$ cat src/rtl/mem_access.sv
// mem_access: MEM stage of the five-stage pipeline with the MEM/WB register
// built in. Loads and stores go to data RAM over a req/ack handshake; the
// pipeline is stalled while an access is outstanding.
//
// Ports
//   clk, rst (async, active-low)
//   EX bundle in : ex_valid, flush, mem_*_in, result_in, reg_write_*_in,
//                  current_pc_addr_in, hi/lo_write_data_in, hilo_write_en_in
//   control out  : stall_req, addr_error (1-cycle), bus_error (1-cycle)
//   RAM side     : ram_req, ram_we, ram_addr, ram_byte_en, ram_write_data,
//                  ram_ack, ram_rdata
//   WB bundle out: wb_* (registered copy of the EX bundle plus RAM read data)
module mem_access #(
    parameter int unsigned TIMEOUT_CYCLES = 255
) (
    input  logic        clk,
    input  logic        rst,
    input  logic        ex_valid,
    input  logic        flush,
    input  logic        mem_read_flag_in,
    input  logic        mem_write_flag_in,
    input  logic        mem_sign_flag_in,
    input  logic [3:0]  mem_sel_in,
    input  logic [31:0] mem_write_data_in,
    input  logic [31:0] result_in,
    input  logic        reg_write_en_in,
    input  logic [4:0]  reg_write_addr_in,
    input  logic [31:0] current_pc_addr_in,
    input  logic [31:0] hi_write_data_in,
    input  logic [31:0] lo_write_data_in,
    input  logic        hilo_write_en_in,
    output logic        stall_req,
    output logic        addr_error,
    output logic        bus_error,
    output logic        ram_req,
    output logic        ram_we,
    output logic [31:0] ram_addr,
    output logic [3:0]  ram_byte_en,
    output logic [31:0] ram_write_data,
    input  logic        ram_ack,
    input  logic [31:0] ram_rdata,
    output logic [31:0] wb_ram_read_data,
    output logic        wb_mem_read_flag,
    output logic        wb_mem_write_flag,
    output logic        wb_mem_sign_flag,
    output logic [3:0]  wb_mem_sel,
    output logic [31:0] wb_result,
    output logic        wb_reg_write_en,
    output logic [4:0]  wb_reg_write_addr,
    output logic [31:0] wb_current_pc_addr,
    output logic [31:0] wb_hi_write_data,
    output logic [31:0] wb_lo_write_data,
    output logic        wb_hilo_write_en
);

    localparam int unsigned CW = (TIMEOUT_CYCLES > 1) ? $clog2(TIMEOUT_CYCLES + 1) : 1;
    // Last counter value before the timeout fires (counter counts ack-less BUSY cycles).
    localparam logic [CW-1:0] TO_LAST = (TIMEOUT_CYCLES == 0) ? '0 : CW'(TIMEOUT_CYCLES - 1);

    typedef enum logic {IDLE, BUSY} state_t;
    typedef enum logic [1:0] {WB_BUBBLE, WB_LIVE, WB_LIVE_KILL, WB_LATCHED} wb_act_t;

    state_t        state_reg, state_next;
    logic [CW-1:0] count_reg, count_next;
    logic          flush_pending_reg, flush_pending_next;
    wb_act_t       wb_act;
    logic          start_req, end_req, timeout_hit, stall_c, addr_err_c;

    // Bundle latched at request time; upstream inputs are ignored while BUSY.
    logic        l_read, l_write, l_sign, l_reg_we, l_hilo_we;
    logic [3:0]  l_sel;
    logic [4:0]  l_waddr;
    logic [31:0] l_result, l_pc, l_hi, l_lo;

    logic [1:0]  a;
    logic        mem_op, legal;
    logic [3:0]  byte_en_c;
    logic [31:0] wdata_c;

    assign a      = result_in[1:0];
    assign mem_op = ex_valid & (mem_read_flag_in | mem_write_flag_in);

    always_comb begin
        legal     = 1'b0;
        byte_en_c = 4'b0000;
        case (mem_sel_in)
            4'b0001: begin legal = 1'b1;          byte_en_c = 4'b0001 << a; end
            4'b0011: begin legal = ~a[0];         byte_en_c = 4'b0011 << a; end
            4'b1111: begin legal = (a == 2'b00);  byte_en_c = 4'b1111;      end
            default: begin legal = 1'b0;          byte_en_c = 4'b0000;      end
        endcase
    end

    // Replicate the right-aligned store data onto every lane it may land on.
    generate
        for (genvar gi = 0; gi < 4; gi++) begin : g_lane
            always_comb begin
                case (mem_sel_in)
                    4'b0001: wdata_c[gi*8 +: 8] = mem_write_data_in[7:0];
                    4'b0011: wdata_c[gi*8 +: 8] = mem_write_data_in[(gi%2)*8 +: 8];
                    default: wdata_c[gi*8 +: 8] = mem_write_data_in[gi*8 +: 8];
                endcase
            end
        end
    endgenerate

    always_comb begin
        state_next         = state_reg;
        count_next         = count_reg;
        flush_pending_next = flush_pending_reg;
        stall_c            = 1'b0;
        addr_err_c         = 1'b0;
        start_req          = 1'b0;
        end_req            = 1'b0;
        timeout_hit        = 1'b0;
        wb_act             = WB_BUBBLE;
        case (state_reg)
            IDLE: begin
                count_next         = '0;
                flush_pending_next = 1'b0;
                if (flush || !ex_valid) begin
                    wb_act = WB_BUBBLE;
                end else if (mem_op && legal) begin
                    stall_c    = 1'b1;
                    start_req  = 1'b1;
                    state_next = BUSY;
                end else if (mem_op) begin
                    addr_err_c = 1'b1;
                    wb_act     = WB_LIVE_KILL;
                end else begin
                    wb_act = WB_LIVE;
                end
            end
            BUSY: begin
                stall_c = 1'b1;
                if (ram_ack) begin
                    // Ack wins over a timeout landing in the same cycle.
                    stall_c            = 1'b0;
                    end_req            = 1'b1;
                    wb_act             = (flush_pending_reg || flush) ? WB_BUBBLE : WB_LATCHED;
                    flush_pending_next = 1'b0;
                    count_next         = '0;
                    state_next         = IDLE;
                end else begin
                    flush_pending_next = flush_pending_reg | flush;
                    if (TIMEOUT_CYCLES != 0 && count_reg == TO_LAST) begin
                        timeout_hit        = 1'b1;
                        end_req            = 1'b1;
                        flush_pending_next = 1'b0;
                        count_next         = '0;
                        state_next         = IDLE;
                    end else begin
                        count_next = count_reg + 1'b1;
                    end
                end
            end
            default: state_next = IDLE;
        endcase
    end

    // Combinational outputs forced low while reset is held.
    assign stall_req  = rst & stall_c;
    assign addr_error = rst & addr_err_c;

    always_ff @(posedge clk or negedge rst) begin
        if (!rst) begin
            state_reg         <= IDLE;
            count_reg         <= '0;
            flush_pending_reg <= 1'b0;
        end else begin
            state_reg         <= state_next;
            count_reg         <= count_next;
            flush_pending_reg <= flush_pending_next;
        end
    end

    always_ff @(posedge clk or negedge rst) begin
        if (!rst) begin
            bus_error <= 1'b0;
            ram_req <= 1'b0; ram_we <= 1'b0; ram_addr <= '0; ram_byte_en <= '0; ram_write_data <= '0;
            l_read <= 1'b0; l_write <= 1'b0; l_sign <= 1'b0; l_reg_we <= 1'b0; l_hilo_we <= 1'b0;
            l_sel <= '0; l_waddr <= '0; l_result <= '0; l_pc <= '0; l_hi <= '0; l_lo <= '0;
            wb_ram_read_data <= '0; wb_mem_read_flag <= 1'b0; wb_mem_write_flag <= 1'b0;
            wb_mem_sign_flag <= 1'b0; wb_mem_sel <= '0; wb_result <= '0; wb_reg_write_en <= 1'b0;
            wb_reg_write_addr <= '0; wb_current_pc_addr <= '0; wb_hi_write_data <= '0;
            wb_lo_write_data <= '0; wb_hilo_write_en <= 1'b0;
        end else begin
            bus_error <= timeout_hit;
            if (start_req) begin
                ram_req        <= 1'b1;
                ram_we         <= mem_write_flag_in;
                ram_addr       <= {result_in[31:2], 2'b00};
                ram_byte_en    <= byte_en_c;
                ram_write_data <= wdata_c;
                l_read <= mem_read_flag_in; l_write <= mem_write_flag_in; l_sign <= mem_sign_flag_in;
                l_reg_we <= reg_write_en_in; l_hilo_we <= hilo_write_en_in; l_sel <= mem_sel_in;
                l_waddr <= reg_write_addr_in; l_result <= result_in; l_pc <= current_pc_addr_in;
                l_hi <= hi_write_data_in; l_lo <= lo_write_data_in;
            end else if (end_req) begin
                ram_req <= 1'b0;
                ram_we  <= 1'b0;
            end

            case (wb_act)
                WB_LIVE, WB_LIVE_KILL: begin
                    wb_mem_sign_flag   <= mem_sign_flag_in;
                    wb_mem_sel         <= mem_sel_in;
                    wb_result          <= result_in;
                    wb_reg_write_addr  <= reg_write_addr_in;
                    wb_current_pc_addr <= current_pc_addr_in;
                    wb_hi_write_data   <= hi_write_data_in;
                    wb_lo_write_data   <= lo_write_data_in;
                    // A rejected access retires with no architectural side effects.
                    if (wb_act == WB_LIVE) begin
                        wb_mem_read_flag  <= mem_read_flag_in;
                        wb_mem_write_flag <= mem_write_flag_in;
                        wb_reg_write_en   <= reg_write_en_in;
                        wb_hilo_write_en  <= hilo_write_en_in;
                    end else begin
                        wb_mem_read_flag  <= 1'b0;
                        wb_mem_write_flag <= 1'b0;
                        wb_reg_write_en   <= 1'b0;
                        wb_hilo_write_en  <= 1'b0;
                    end
                end
                WB_LATCHED: begin
                    wb_mem_read_flag   <= l_read;
                    wb_mem_write_flag  <= l_write;
                    wb_mem_sign_flag   <= l_sign;
                    wb_mem_sel         <= l_sel;
                    wb_result          <= l_result;
                    wb_reg_write_en    <= l_reg_we;
                    wb_reg_write_addr  <= l_waddr;
                    wb_current_pc_addr <= l_pc;
                    wb_hi_write_data   <= l_hi;
                    wb_lo_write_data   <= l_lo;
                    wb_hilo_write_en   <= l_hilo_we;
                    if (l_read) wb_ram_read_data <= ram_rdata;
                end
                default: begin
                    wb_mem_read_flag  <= 1'b0;
                    wb_mem_write_flag <= 1'b0;
                    wb_mem_sign_flag  <= 1'b0;
                    wb_reg_write_en   <= 1'b0;
                    wb_hilo_write_en  <= 1'b0;
                end
            endcase
        end
    end

endmodule

$ cat config.mk
export PLATFORM = sky130hd
export DESIGN_NAME = mem_access
export DESIGN_NICKNAME = d
export VERILOG_FILES = /design/src/rtl/mem_access.sv
export SDC_FILE = /design/constraint.sdc
export NUM_CORES = 1
export LEC_CHECK = 0
export ABC_AREA = 1
export BUFFER_PORTS_ARGS = -buffer_cell sky130_fd_sc_hd__buf_2
export CAP_MARGIN = 10
export CORE_ASPECT_RATIO = 2
export CORE_UTILIZATION = 40
export CTS_BUF_LIST = sky130_fd_sc_hd__clkbuf_4
export DETAILED_ROUTE_END_ITERATION = 12
export HOLD_SLACK_MARGIN = 0.03
export PLACE_DENSITY = 0.7
export RECOVER_POWER = 100
export SLEW_MARGIN = 40
export SYNTH_ARGS = -nofsm -noshare
export SYNTH_HDL_FRONTEND = slang
export SYNTH_SLANG_ARGS = --single-unit
$ cat constraint.sdc
create_clock -name clk -period 2.8 [get_ports clk]
set_clock_uncertainty 0.1 [all_clocks]
set_input_delay 0.42 -clock clk [delete_from_list [all_inputs] [get_ports clk]]
set_output_delay 0.42 -clock clk [all_outputs]
set_load 0.05 [all_outputs]
# Word-level counts from Yosys, hierarchy flattened
# Index checks and enable logic that the tools add are counted.
# Widths: inputs -> output; s select.
dict set report totals {
  inputBits 211
  regBits 395
}
dict set report op_classes {
  n_addsub 1
  n_shift 2
  bitwise_logic 7
  n_reduce_logical 10
  mux 52
  n_eq_ne 7
}
# op n
set ops {}
lappend ops {{$pmux 32 s2} 4}
lappend ops {{$mux 8} 4}
lappend ops {{$pmux 8 s2} 2}
lappend ops {{$mux 1} 24}
lappend ops {{$pmux 1 s2} 8}
lappend ops {{$pmux 4 s3} 1}
lappend ops {{$mux 2} 5}
lappend ops {{$pmux 5 s2} 1}
lappend ops {{$add 8x1->8 const B} 1}
lappend ops {{$eq 8x8->1 const B} 1}
lappend ops {{$pmux 4 s2} 1}
lappend ops {{$eq 2x2->1 const B} 2}
lappend ops {{$eq 4x1->1 const B} 1}
lappend ops {{$eq 4x2->1 const B} 1}
lappend ops {{$eq 4x4->1 const B} 1}
lappend ops {{$pmux 2 s2} 1}
lappend ops {{$reduce_bool 2->1} 2}
lappend ops {{$reduce_or 2->1} 2}
lappend ops {{$shl 1x2->4 const A} 1}
lappend ops {{$shl 2x2->4 const A} 1}
lappend ops {{$and 1x1->1} 3}
lappend ops {{$pmux 1 s3} 1}
lappend ops {{$eq 2x1->1 const B} 1}
lappend ops {{$logic_not 2->1} 1}
lappend ops {{6 further kinds} 9}

# Depth between registers and ports, before layout
# Gate-level depths: netlist (run 1).
dict set report depth {
  depth_word 9
  ltp_mapped 14
}

# Least setup slack after synthesis (run 1)
# Ideal clock, no wire load.
dict set report synth_path {
  kind {input port to output port}
  startpoint {in mem_sel_in[3]}
  endpoint {out stall_req}
  stages 7
  t_arrival_ns 1.932
  t_required_ns 2.280
  setup_slack_ns 0.348
  path_cell_list {nor2_4 nand3_1 nand2_2 nand2_4 buf_6 buf_6 a21oi_1}
}
dict set report synth_via {
  elab_chain_len 7
  word_cells_on_any_way 9
}
# element line
set synth_rtl {}
lappend synth_rtl {{from (decl)} 23} ;# input logic [3:0] mem_sel_in,
lappend synth_rtl {{$eq 4x4->1, or another cell as far along} 86} ;# case (mem_sel_in)
lappend synth_rtl {{$pmux 1 s3 (*)} 86}
lappend synth_rtl {{$logic_and 1x1->1 (*)} 123} ;# end else if (mem_op && legal) begin
lappend synth_rtl {{$mux 1 (*)} 123}
lappend synth_rtl {{$mux 1 (*)} 121} ;# if (flush || !ex_valid) begin
lappend synth_rtl {{$pmux 1 s2 (*)} 117} ;# case (state_reg)
lappend synth_rtl {{$and 1x1->1 (*)} 162} ;# assign stall_req = rst & stall_c;
lappend synth_rtl {{to (decl)} 32} ;# output logic stall_req,
# Mark *: on every way between the ends. The rest lies on a longest branch, timed or not.

# Worst setup path in the final report (run 1)
dict set report layout_path {
  startpoint {reg state_reg}
  endpoint {out stall_req}
}
dict set report layout_via {
  elab_chain_len 3
}
# element line
set layout_rtl {}
lappend layout_rtl {{from (decl)} 63} ;# state_t state_reg, state_next;
lappend layout_rtl {{from (signal assigned)} 171} ;# state_reg <= state_next;
lappend layout_rtl {{$not 1->1} -}
lappend layout_rtl {{$pmux 1 s2 (*)} 117}
lappend layout_rtl {{$and 1x1->1 (*)} 162}
# Marked as above.

==> results.cfg, run 1 <==
[setup_path]
start_kind = flop
critical_path_class = reg2out
crit_arrival_ps = 2130
reg2reg_slack_ps = 200
required_ps = 2280
end_kind = primary output
critical_path.max_fanout = 11

[synthesis]
avgSynthCellArea_sq_um = 9.694
synth.most_common_cell = nand2_1
ys_warn_count = 0
syn_area_sq_um = 16060
ys_ff_latch = 365
ys_async_sr_fraction = 1.000
syn_inst = 1657
synth_edf_count = 0
synth_common_cells = nand2_1, dfrtp_1, inv_1
synth_area_leaders = dfrtp_1, nand2_1, o211ai_1
yosys.area.top_type = dfrtp_1
ys.flop_type = dfrtp_1
seq_area_frac_synth = 0.5686
yosys.cell_types.count = 33
synth.top_cell.area_share = 0.5686

[cts]
h-tree-depth = 3
cts_setup_buffers = 0
path_clk_slew_ps = 70
root_buffer = clkbuf_4
clkLatencyLatePin_ps = 770
cts.path.max_buffers = 3
cts.sinks = 365
tritoncts = built
cts_made_buffers = 84

[worst_hold_path]
hp-class = in2reg

[timing]
timing.final.crit_period_ps = 2653
hold_violations = 0
finalMaxSlewViolations = 0
worst_pin_slew_ps = 1321
relSlewSlack = 0.1195
fin_crit_sh = 0.9473
setup_viol = 0
fmax_ghz = 0.3770
rsz0062_at_grt = no
fin_tns_setup_ps = 0
holdWs_ps = 185.1

[detailed_routing]
wl_per_cell_um = 16.46
drt_pass1_iterations = 5
ant_nets = 0
route.detailed.drc = 0
viasPerCell = 5.007
drtIter0Drc = 528
vias = 14451
finalWirelength_um = 47490

[power]
peakVddDrop_v = 0.0005168
power.switching_w = 0.006673
power_w = 0.01616
pwr-share-seq = 0.434
pwr-share-clk = 0.249
combPwrFrac = 0.318
p_sw_frac = 0.4128
intPower_w = 0.009491
power_leakage_nw = 9.802
power.density_nw_per_um2 = 764.6

[final_layout]
syn2layout_area_growth_pct = 31.62
drive_gt1_frac = 0.1689
final_nets = 2523
fin_util = 0.5344

[floorplanning]
core-area_sq_um = 39560
die_height_um = 285.4
row_count = 103
fp.dieW_um = 143.7
start_util = 0.4060
die-area_sq_um = 41010
ioPinCount = 458

[placed_design]
detailed_place_hpwl_um = 30700
routabilityCongestion = 0.8921
port_buffers = 455

[global_routing]
grt_pass1_wl_um = 74550
grt_usage = 0.2319
grt_pass1_vias = 15223
antenna_found_initial = 5
grt_max_degree = 142
grt_overflow_total = 0

[status]
status = finished, final reports clean

[run]
cap_violations = 0
==> per-layer routing <==
metal / routed length [um] / GRT usage / up-vias
li1: - / - / 6732
met4: 3153 / 0.1731 / 0
met5: 0 / 0 / -
met3: 2848 / 0.04702 / 195
met1: 16920 / 0.2365 / 6932
met2: 24570 / 0.4101 / 592
==> power groups by stage <==
stage | logic [W] | registers (W) | clock network (W)
after global placement | 0.00511 | 0.00700 | 0
after detailed placement | 0.00520 | 0.00706 | 0
after CTS | 0.00545 | 0.00697 | 0.00417
after floorplan | 0.00177 | 0.00907 | 0
final | 0.00514 | 0.00701 | 0.00402
after global routing | 0.00544 | 0.00713 | 0.00440
==> worst max-delay path, cell delays in order (launching register included) <==
cell	delay [ps]
dfrtp_1	430
nor3_2	250
buf_4	190
nand2_8	80
a21oi_1	160
buf_2	290
==> final timing paths <==
check	startpoint	cells past startpoint	to
min	ex_valid	6	l_sel[0]$_DFFE_PN0P_
min in group asynchronous	rst	3	l_lo[19]$_DFFE_PN0P_
max	state_reg$_DFF_PN0_	5	stall_req
max in group asynchronous	rst	4	l_pc[1]$_DFFE_PN0P_
max reg2reg	flush_pending_reg$_DFF_PN0_	10	wb_result[5]$_DFFE_PN0P_
min reg2reg	wb_result[18]$_DFFE_PN0P_	1	wb_result[18]$_DFFE_PN0P_
==> layout make-up <==
class                   count  area (sq um)
diodes                      5         12.51
clock inverters            19         97.59
fillers                  3646         18420
flip-flops and latches    365          9134
well taps                 525         656.9
multi-input cells         991          5354
repair buffers            700          4394
clock buffers             116         870.8
inverters                 165         621.8
==> through the flow <==
stage	worst slack [ps]	instance area, sq um	std cells
2_1_floorplan	347.9	16070	1658
3_3_place_gp	265.3	18490	2526
3_5_place_dp	210.1	18490	2526
4_1_cts	37.90	21660	2881
5_1_grt	20.59	21140	2886
6_report	147.5	21140	2886
==> cells in the final DEF, fill, tap and decap left out, types with 32 or more instances in the layout <==
| master | count |
|---|---|
| inv_1 | 163 |
| clkbuf_4 | 119 |
| mux2_2 | 32 |
| o21a_1 | 136 |
| nand2_1 | 443 |
| o21ai_0 | 154 |
| clkbuf_1 | 249 |
| buf_2 | 210 |
| dlygate4sd3_1 | 220 |
| dfrtp_1 | 365 |
| o211ai_1 | 136 |
==> cell families (layout without fill, tap and decap cells) <==
kind of cell	count (synthesis)	in the layout	share of synthesized area
mux	32	32	0.02243
compound gates	446	446	0.1890
simple gates	504	504	0.1225
other cells	1	7	0.0002335
flops	365	365	0.5686
xor+xnor	2	2	0.001091
fa+ha+maj	5	5	0.003895
buf+inv	302	1000	0.09215
==> what timing repair did <==
item,CTS,global route
setup endpoints to repair,0,0
hold endpoints to repair,482,0
gates resized for setup,0,0
hold buffers,220,0
Note: power is estimated with default switching activity, not from simulation.
==> run 2, diff against run 1 <==
==> constraint.sdc (replaced) <==
create_clock -name clk -period 2.8 [get_ports clk]
set_clock_uncertainty 0.1 [all_clocks]
set_input_delay 0.28 -clock clk [delete_from_list [all_inputs] [get_ports clk]]
set_output_delay 0.28 -clock clk [all_outputs]
set_load 0.05 [all_outputs]
==> run 2 against run 1 <==
Compared with the run above: the flow now finishes with violations (capacitance limit, slew limit); die area unchanged; routed wire length increased by 2.3%; register-to-register slack about the same; clock power increased by 3%; largest cell class unchanged; fmax increased by 2.3%; first-iteration DRC count decreased by 2.1%; worst hold slack improved by 32 ps; sequential cell count unchanged; power increased by 0.96%; count of clock-buffer cells in the layout increased by 4.
==> results.cfg, run 2 (synthesis results as in run 1) <==
[setup_path]
crit-reg2reg-launch = state_reg$_DFF_PN0_
cp_cell_sequence = nor3_2 > a21oi_1 > ha_1 > inv_8 > buf_6 > o211ai_1 > o21a_1
start_kind = flop
crit_slowest_cell = nor3_2
crit_arrival_ps = 3110
end_kind = flop
required_ps = 3320
critical_path.max_fanout = 54
r2r_end = wb_hi_write_data[14]$_DFFE_PN0P_
cpPeakStageDelay_ps = 460
critical_path_class = reg2reg
path_delay_family = buffers and inverters
reg2reg_slack_ps = 210
critPathBufInv = 2
rr_worst_depth = 7

[floorplanning]
die_height_um = 285.4
die-area_sq_um = 41010
ioPinCount = 458
row_count = 103
fp.dieW_um = 143.7
start_util = 0.4060
core-area_sq_um = 39560

[final_layout]
final_nets = 2539
syn2layout_area_growth_pct = 33.28
fillers = 3613
layout_common_cells = nand2_1, dfrtp_1, clkbuf_1
drive_gt1_frac = 0.1691
fin_util = 0.5411
layout_commonest_cell = nand2_1

[run]
cap_violations = 1

[timing]
fin_tns_setup_ps = 0
setup_viol = 0
finalMaxSlewViolations = 286
relSlewSlack = -0.02863
worst_pin_slew_ps = 1543
fin_crit_sh = 0.9260
timing.final.crit_period_ps = 2593
hold_violations = 0
fmax_ghz = 0.3857
rsz0062_at_grt = no

[worst_hold_path]
min_to = l_reg_we$_DFFE_PN0P_
hold_depth = 4
hp-class = in2reg
hold_start = reg_write_en_in

[placed_design]
routabilityCongestion = 0.8753
detailed_place_hpwl_um = 30980
port_buffers = 455

[global_routing]
grt_pass1_wl_um = 76520
grt_usage = 0.2384
grt_overflow_total = 0
grt_pass1_vias = 15346
grt_max_degree = 168
antenna_found_initial = 4

[cts]
cts_setup_buffers = 0
cts_made_buffers = 83
clkLatencyLatePin_ps = 730
path_clk_slew_ps = 70
tritoncts = built
cts.path.max_buffers = 3
root_buffer = clkbuf_4
cts.repair.resized = 0
h-tree-depth = 3
cts.sinks = 365
hold_buffers = 231

[detailed_routing]
drt_pass1_iterations = 5
route.detailed.drc = 0
vias = 14640
drtIter0Drc = 517
finalWirelength_um = 48570
wl_per_cell_um = 16.64
ant_nets = 0
viasPerCell = 5.017

[power]
power_leakage_nw = 9.909
peakVddDrop_v = 0.0005533
power.density_nw_per_um2 = 762.3

[status]
violations = capacitance limit, slew limit
status = complete, but fails checks
## run 2: changes by cell type in the layout (fill, tap and decap cells not counted), moves of 4 or more
cell,change
clkbuf_1,+4
clkbuf_4,+4
clkinv_1,+12
dlygate4sd3_1,+10
## run 2: layout make-up
| class | count | area, sq um | share of cell area |
|---|---|---|---|
| Sequential cell | 365 | 9134 | 0.4267 |
| Multi-Input combinational cell | 991 | 5354 | 0.2501 |
| Timing Repair Buffer | 717 | 4588 | 0.2143 |
| Clock buffer | 120 | 900.9 | 0.04208 |
| Tap cell | 525 | 656.9 | 0.03068 |
| Inverter | 165 | 626.9 | 0.02928 |
| Clock inverter | 31 | 137.6 | 0.006429 |
| Antenna cell | 4 | 10.01 | 0.0004676 |
## run 2: metal layers
layer  track usage  wire (um)  vias up
met1        0.2446      17280     7000
li1              -          -     6791
met3       0.04987       2575      230
met5             0          0        -
met2        0.4194      25220      619
met4        0.1769       3485        0
## run 2: worst max path at each step
| stage | slack [ps] | cells after the start | end | from |
|---|---|---|---|---|
| after CTS | 180 | 4 | stall_req | state_reg$_DFF_PN0_ |
| final | 210 | 7 | wb_hi_write_data[14]$_DFFE_PN0P_ | state_reg$_DFF_PN0_ |
| after detailed placement | 340 | 12 | wb_ram_read_data[30]$_DFFE_PN0P_ | mem_sel_in[0] |
| after floorplan | 570 | 5 | stall_req | state_reg$_DFF_PN0_ |
| after global routing | 60 | 7 | wb_hi_write_data[14]$_DFFE_PN0P_ | state_reg$_DFF_PN0_ |
| after global placement | 380 | 12 | wb_ram_read_data[16]$_DFFE_PN0P_ | mem_sel_in[0] |
## run 2: report_power, final
group          internal, W  total, W  switching, W
clock              0.00199   0.00414       0.00215
combinational      0.00125   0.00517       0.00392
sequential         0.00635   0.00701      0.000668
total              0.00959    0.0163       0.00673
## run 2: stage by stage
| stage | cells | power (W) | hold slack, ps | cell area [sq um] | worst slack [ps] |
|---|---|---|---|---|---|
| global route | 2918 | 0.01718 | 137.4 | 21410 | 62.95 |
| finish | 2918 | 0.01632 | 216.9 | 21410 | 207.1 |
| detailed placement | 2531 | 0.01227 | 121.7 | 18580 | 335.8 |
| floorplan | 1658 | 0.01084 | -115.6 | 16070 | 567.7 |
| global placement | 2531 | 0.01213 | 117.9 | 18580 | 380.9 |
| CTS | 2913 | 0.01676 | 108.9 | 21940 | 183.0 |
## run 2: tightest hold or removal path: cells and delay by family
kind | cells | cell delay [ps]
buffers and inverters | 2 | 630
and+or+nand+nor | 2 | 90
==> run 3, diff against run 2 <==
--- a/config.mk
+++ b/config.mk
@@ -15,6 +15,7 @@
 export HOLD_SLACK_MARGIN = 0.03
 export PLACE_DENSITY = 0.7
 export RECOVER_POWER = 100
+export REMOVE_ABC_BUFFERS = 1
 export SLEW_MARGIN = 40
 export SYNTH_ARGS = -nofsm -noshare
 export SYNTH_HDL_FRONTEND = slang
==> run 3 against run 2 <==
Compared with the run above: the run still ends with capacitance limit, slew limit left; fmax down 5.0%; power rose by 1.5%; count of clock-buffer cells in the layout down 3; critical endpoint is now ram_write_data[29]$_DFFE_PN0P_; largest cell class unchanged; largest power group unchanged.
==> results.cfg, run 3 (synthesis results as in run 1) <==
[status]
status = complete, but fails checks
violations = capacitance limit, slew limit

[worst_hold_path]
hp-class = in2reg
hold_start = mem_sel_in[2]
hold_depth = 6
min_to = state_reg$_DFF_PN0_

[power]
power.density_nw_per_um2 = 769.8
peakVddDrop_v = 0.0006867
power_leakage_nw = 9.981

[placed_design]
dp.cells = 2532
routabilityCongestion = 0.8985
port_buffers = 455
detailed_place_hpwl_um = 30940
place_area_sq_um = 18630

[final_layout]
fin_area_sq_um = 21520
syn2layout_area_growth_pct = 33.99
layout_commonest_cell = nand2_1
fin_cells = 2916
final_nets = 2551
layout_common_cells = nand2_1, dfrtp_1, clkbuf_1
fillers = 3560
drive_gt1_frac = 0.1714

[timing]
fin_crit_sh = 0.9753
relSlewSlack = -0.03677
setup_viol = 0
fmax_ghz = 0.3662
worst_pin_slew_ps = 1555
hold_violations = 0
holdWs_ps = 134.2
timing.final.crit_period_ps = 2731
finalMaxSlewViolations = 29
rsz0062_at_grt = no

[global_routing]
grt_usage = 0.2390
grt_pass1_wl_um = 76560
antenna_found_initial = 4
grt_max_degree = 122
grt_overflow_total = 0
grt_pass1_vias = 15121

[setup_path]
path_delay_family = buffers and inverters
cp_cell_sequence = dlygate4sd3_1 > buf_2 > nand2_1 > nand2_1 > dlygate4sd3_1 > nand3_1 > dlygate4sd3_1 > nand2_1 > nand2_1 > dlygate4sd3_1
critPathBufInv = 5
cpPeakStageDelay_ps = 560
crit_arrival_ps = 3250
r2r_end = wb_hi_write_data[16]$_DFFE_PN0P_
crit-reg2reg-launch = state_reg$_DFF_PN0_
crit_slowest_cell = dlygate4sd3_1
start_kind = input port
critical_path.max_fanout = 10
rr_worst_depth = 8
reg2reg_slack_ps = 180
required_ps = 3320
end_kind = flop
critical_path_class = in2reg

[cts]
tritoncts = built
h-tree-depth = 3
cts.path.max_buffers = 3
path_clk_slew_ps = 80
cts_made_buffers = 87
root_buffer = clkbuf_4
cts.sinks = 365
clkLatencyLatePin_ps = 760

[detailed_routing]
drt_pass1_iterations = 5
ant_nets = 0
viasPerCell = 5.027
vias = 14658
drtIter0Drc = 714
wl_per_cell_um = 16.73
finalWirelength_um = 48790
route.detailed.drc = 0

[floorplanning]
die-area_sq_um = 41010
start_util = 0.4060
fp.dieW_um = 143.7
row_count = 103
core-area_sq_um = 39560
die_height_um = 285.4
ioPinCount = 458

[run]
cap_violations = 1
run 3: changes by cell type in the layout (fill, tap and decap cells not counted), moves of 3 or more:
cell	change
clkinv_1	-8
dlygate4sd3_1	+8
clkbuf_1	-6
bufinv_16	+3
clkinv_2	-3
clkbuf_2	+5
run 3: timing repair:
item,4_1_cts,5_1_grt
hold buffers,239,0
setup buffers,0,0
endpoints found under the hold margin,650,0
resized for setup,0,1
setup endpoints to repair,0,1
run 3: stage by stage:
step	TNS, ps	setup WS (ps)	power (W)	utilization
CTS	0	67.63	0.01699	0.5584
global placement	0	404.4	0.01210	0.4702
floorplan	-743370	-6225	0.01067	-
global route	0	37.40	0.01744	0.5439
finish	0	69.21	0.01657	0.5440
detailed placement	0	336.3	0.01226	0.4709
run 3: worst max path at each step:
stage,slack [ps],end,cells past startpoint,startpoint
4_1_cts,70,stall_req,4,state_reg$_DFF_PN0_
2_1_floorplan,-6230,wb_ram_read_data[0]$_DFFE_PN0P_,6,state_reg$_DFF_PN0_
3_3_place_gp,400,wb_current_pc_addr[1]$_DFFE_PN0P_,10,flush
6_report,70,ram_write_data[29]$_DFFE_PN0P_,10,mem_sel_in[0]
3_5_place_dp,340,wb_lo_write_data[28]$_DFFE_PN0P_,10,flush
5_1_grt,40,wb_ram_read_data[15]$_DFFE_PN0P_,13,mem_sel_in[3]
run 3: layer usage:
layer  GRT usage  wire, um
met5           0         0
met4      0.1814      3496
met3     0.04551      2664
met2      0.4087     24620
met1      0.2572     18000
run 3: final cells by class:
type / count / area [sq um] / share of cell area
Clock buffer: 117 / 878.3 / 0.04081
Sequential cell: 365 / 9134 / 0.4244
Timing Repair Buffer: 725 / 4671 / 0.2170
Inverter: 165 / 626.9 / 0.02912
Antenna cell: 5 / 12.51 / 0.0005813
Clock inverter: 23 / 178.9 / 0.008313
Multi-Input combinational cell: 991 / 5365 / 0.2493
Tap cell: 525 / 656.9 / 0.03052
run 3: worst reg2reg max path, stage by stage, from the launching register on:
cell	delay, ps
dfrtp_1	450
nor3_4	340
a21oi_1	180
inv_1	110
ha_4	150
buf_12	230
clkbuf_2	570
o211ai_1	240
o21a_1	140
run 3: power by group:
| part | leakage (nW) | total [W] | internal, W | switching, W |
|---|---|---|---|---|
| Combinational | 4.88 | 0.00520 | 0.00128 | 0.00392 |
| Sequential | 4.48 | 0.00700 | 0.00635 | 0.000653 |
| Clock | 0.617 | 0.00437 | 0.00220 | 0.00216 |
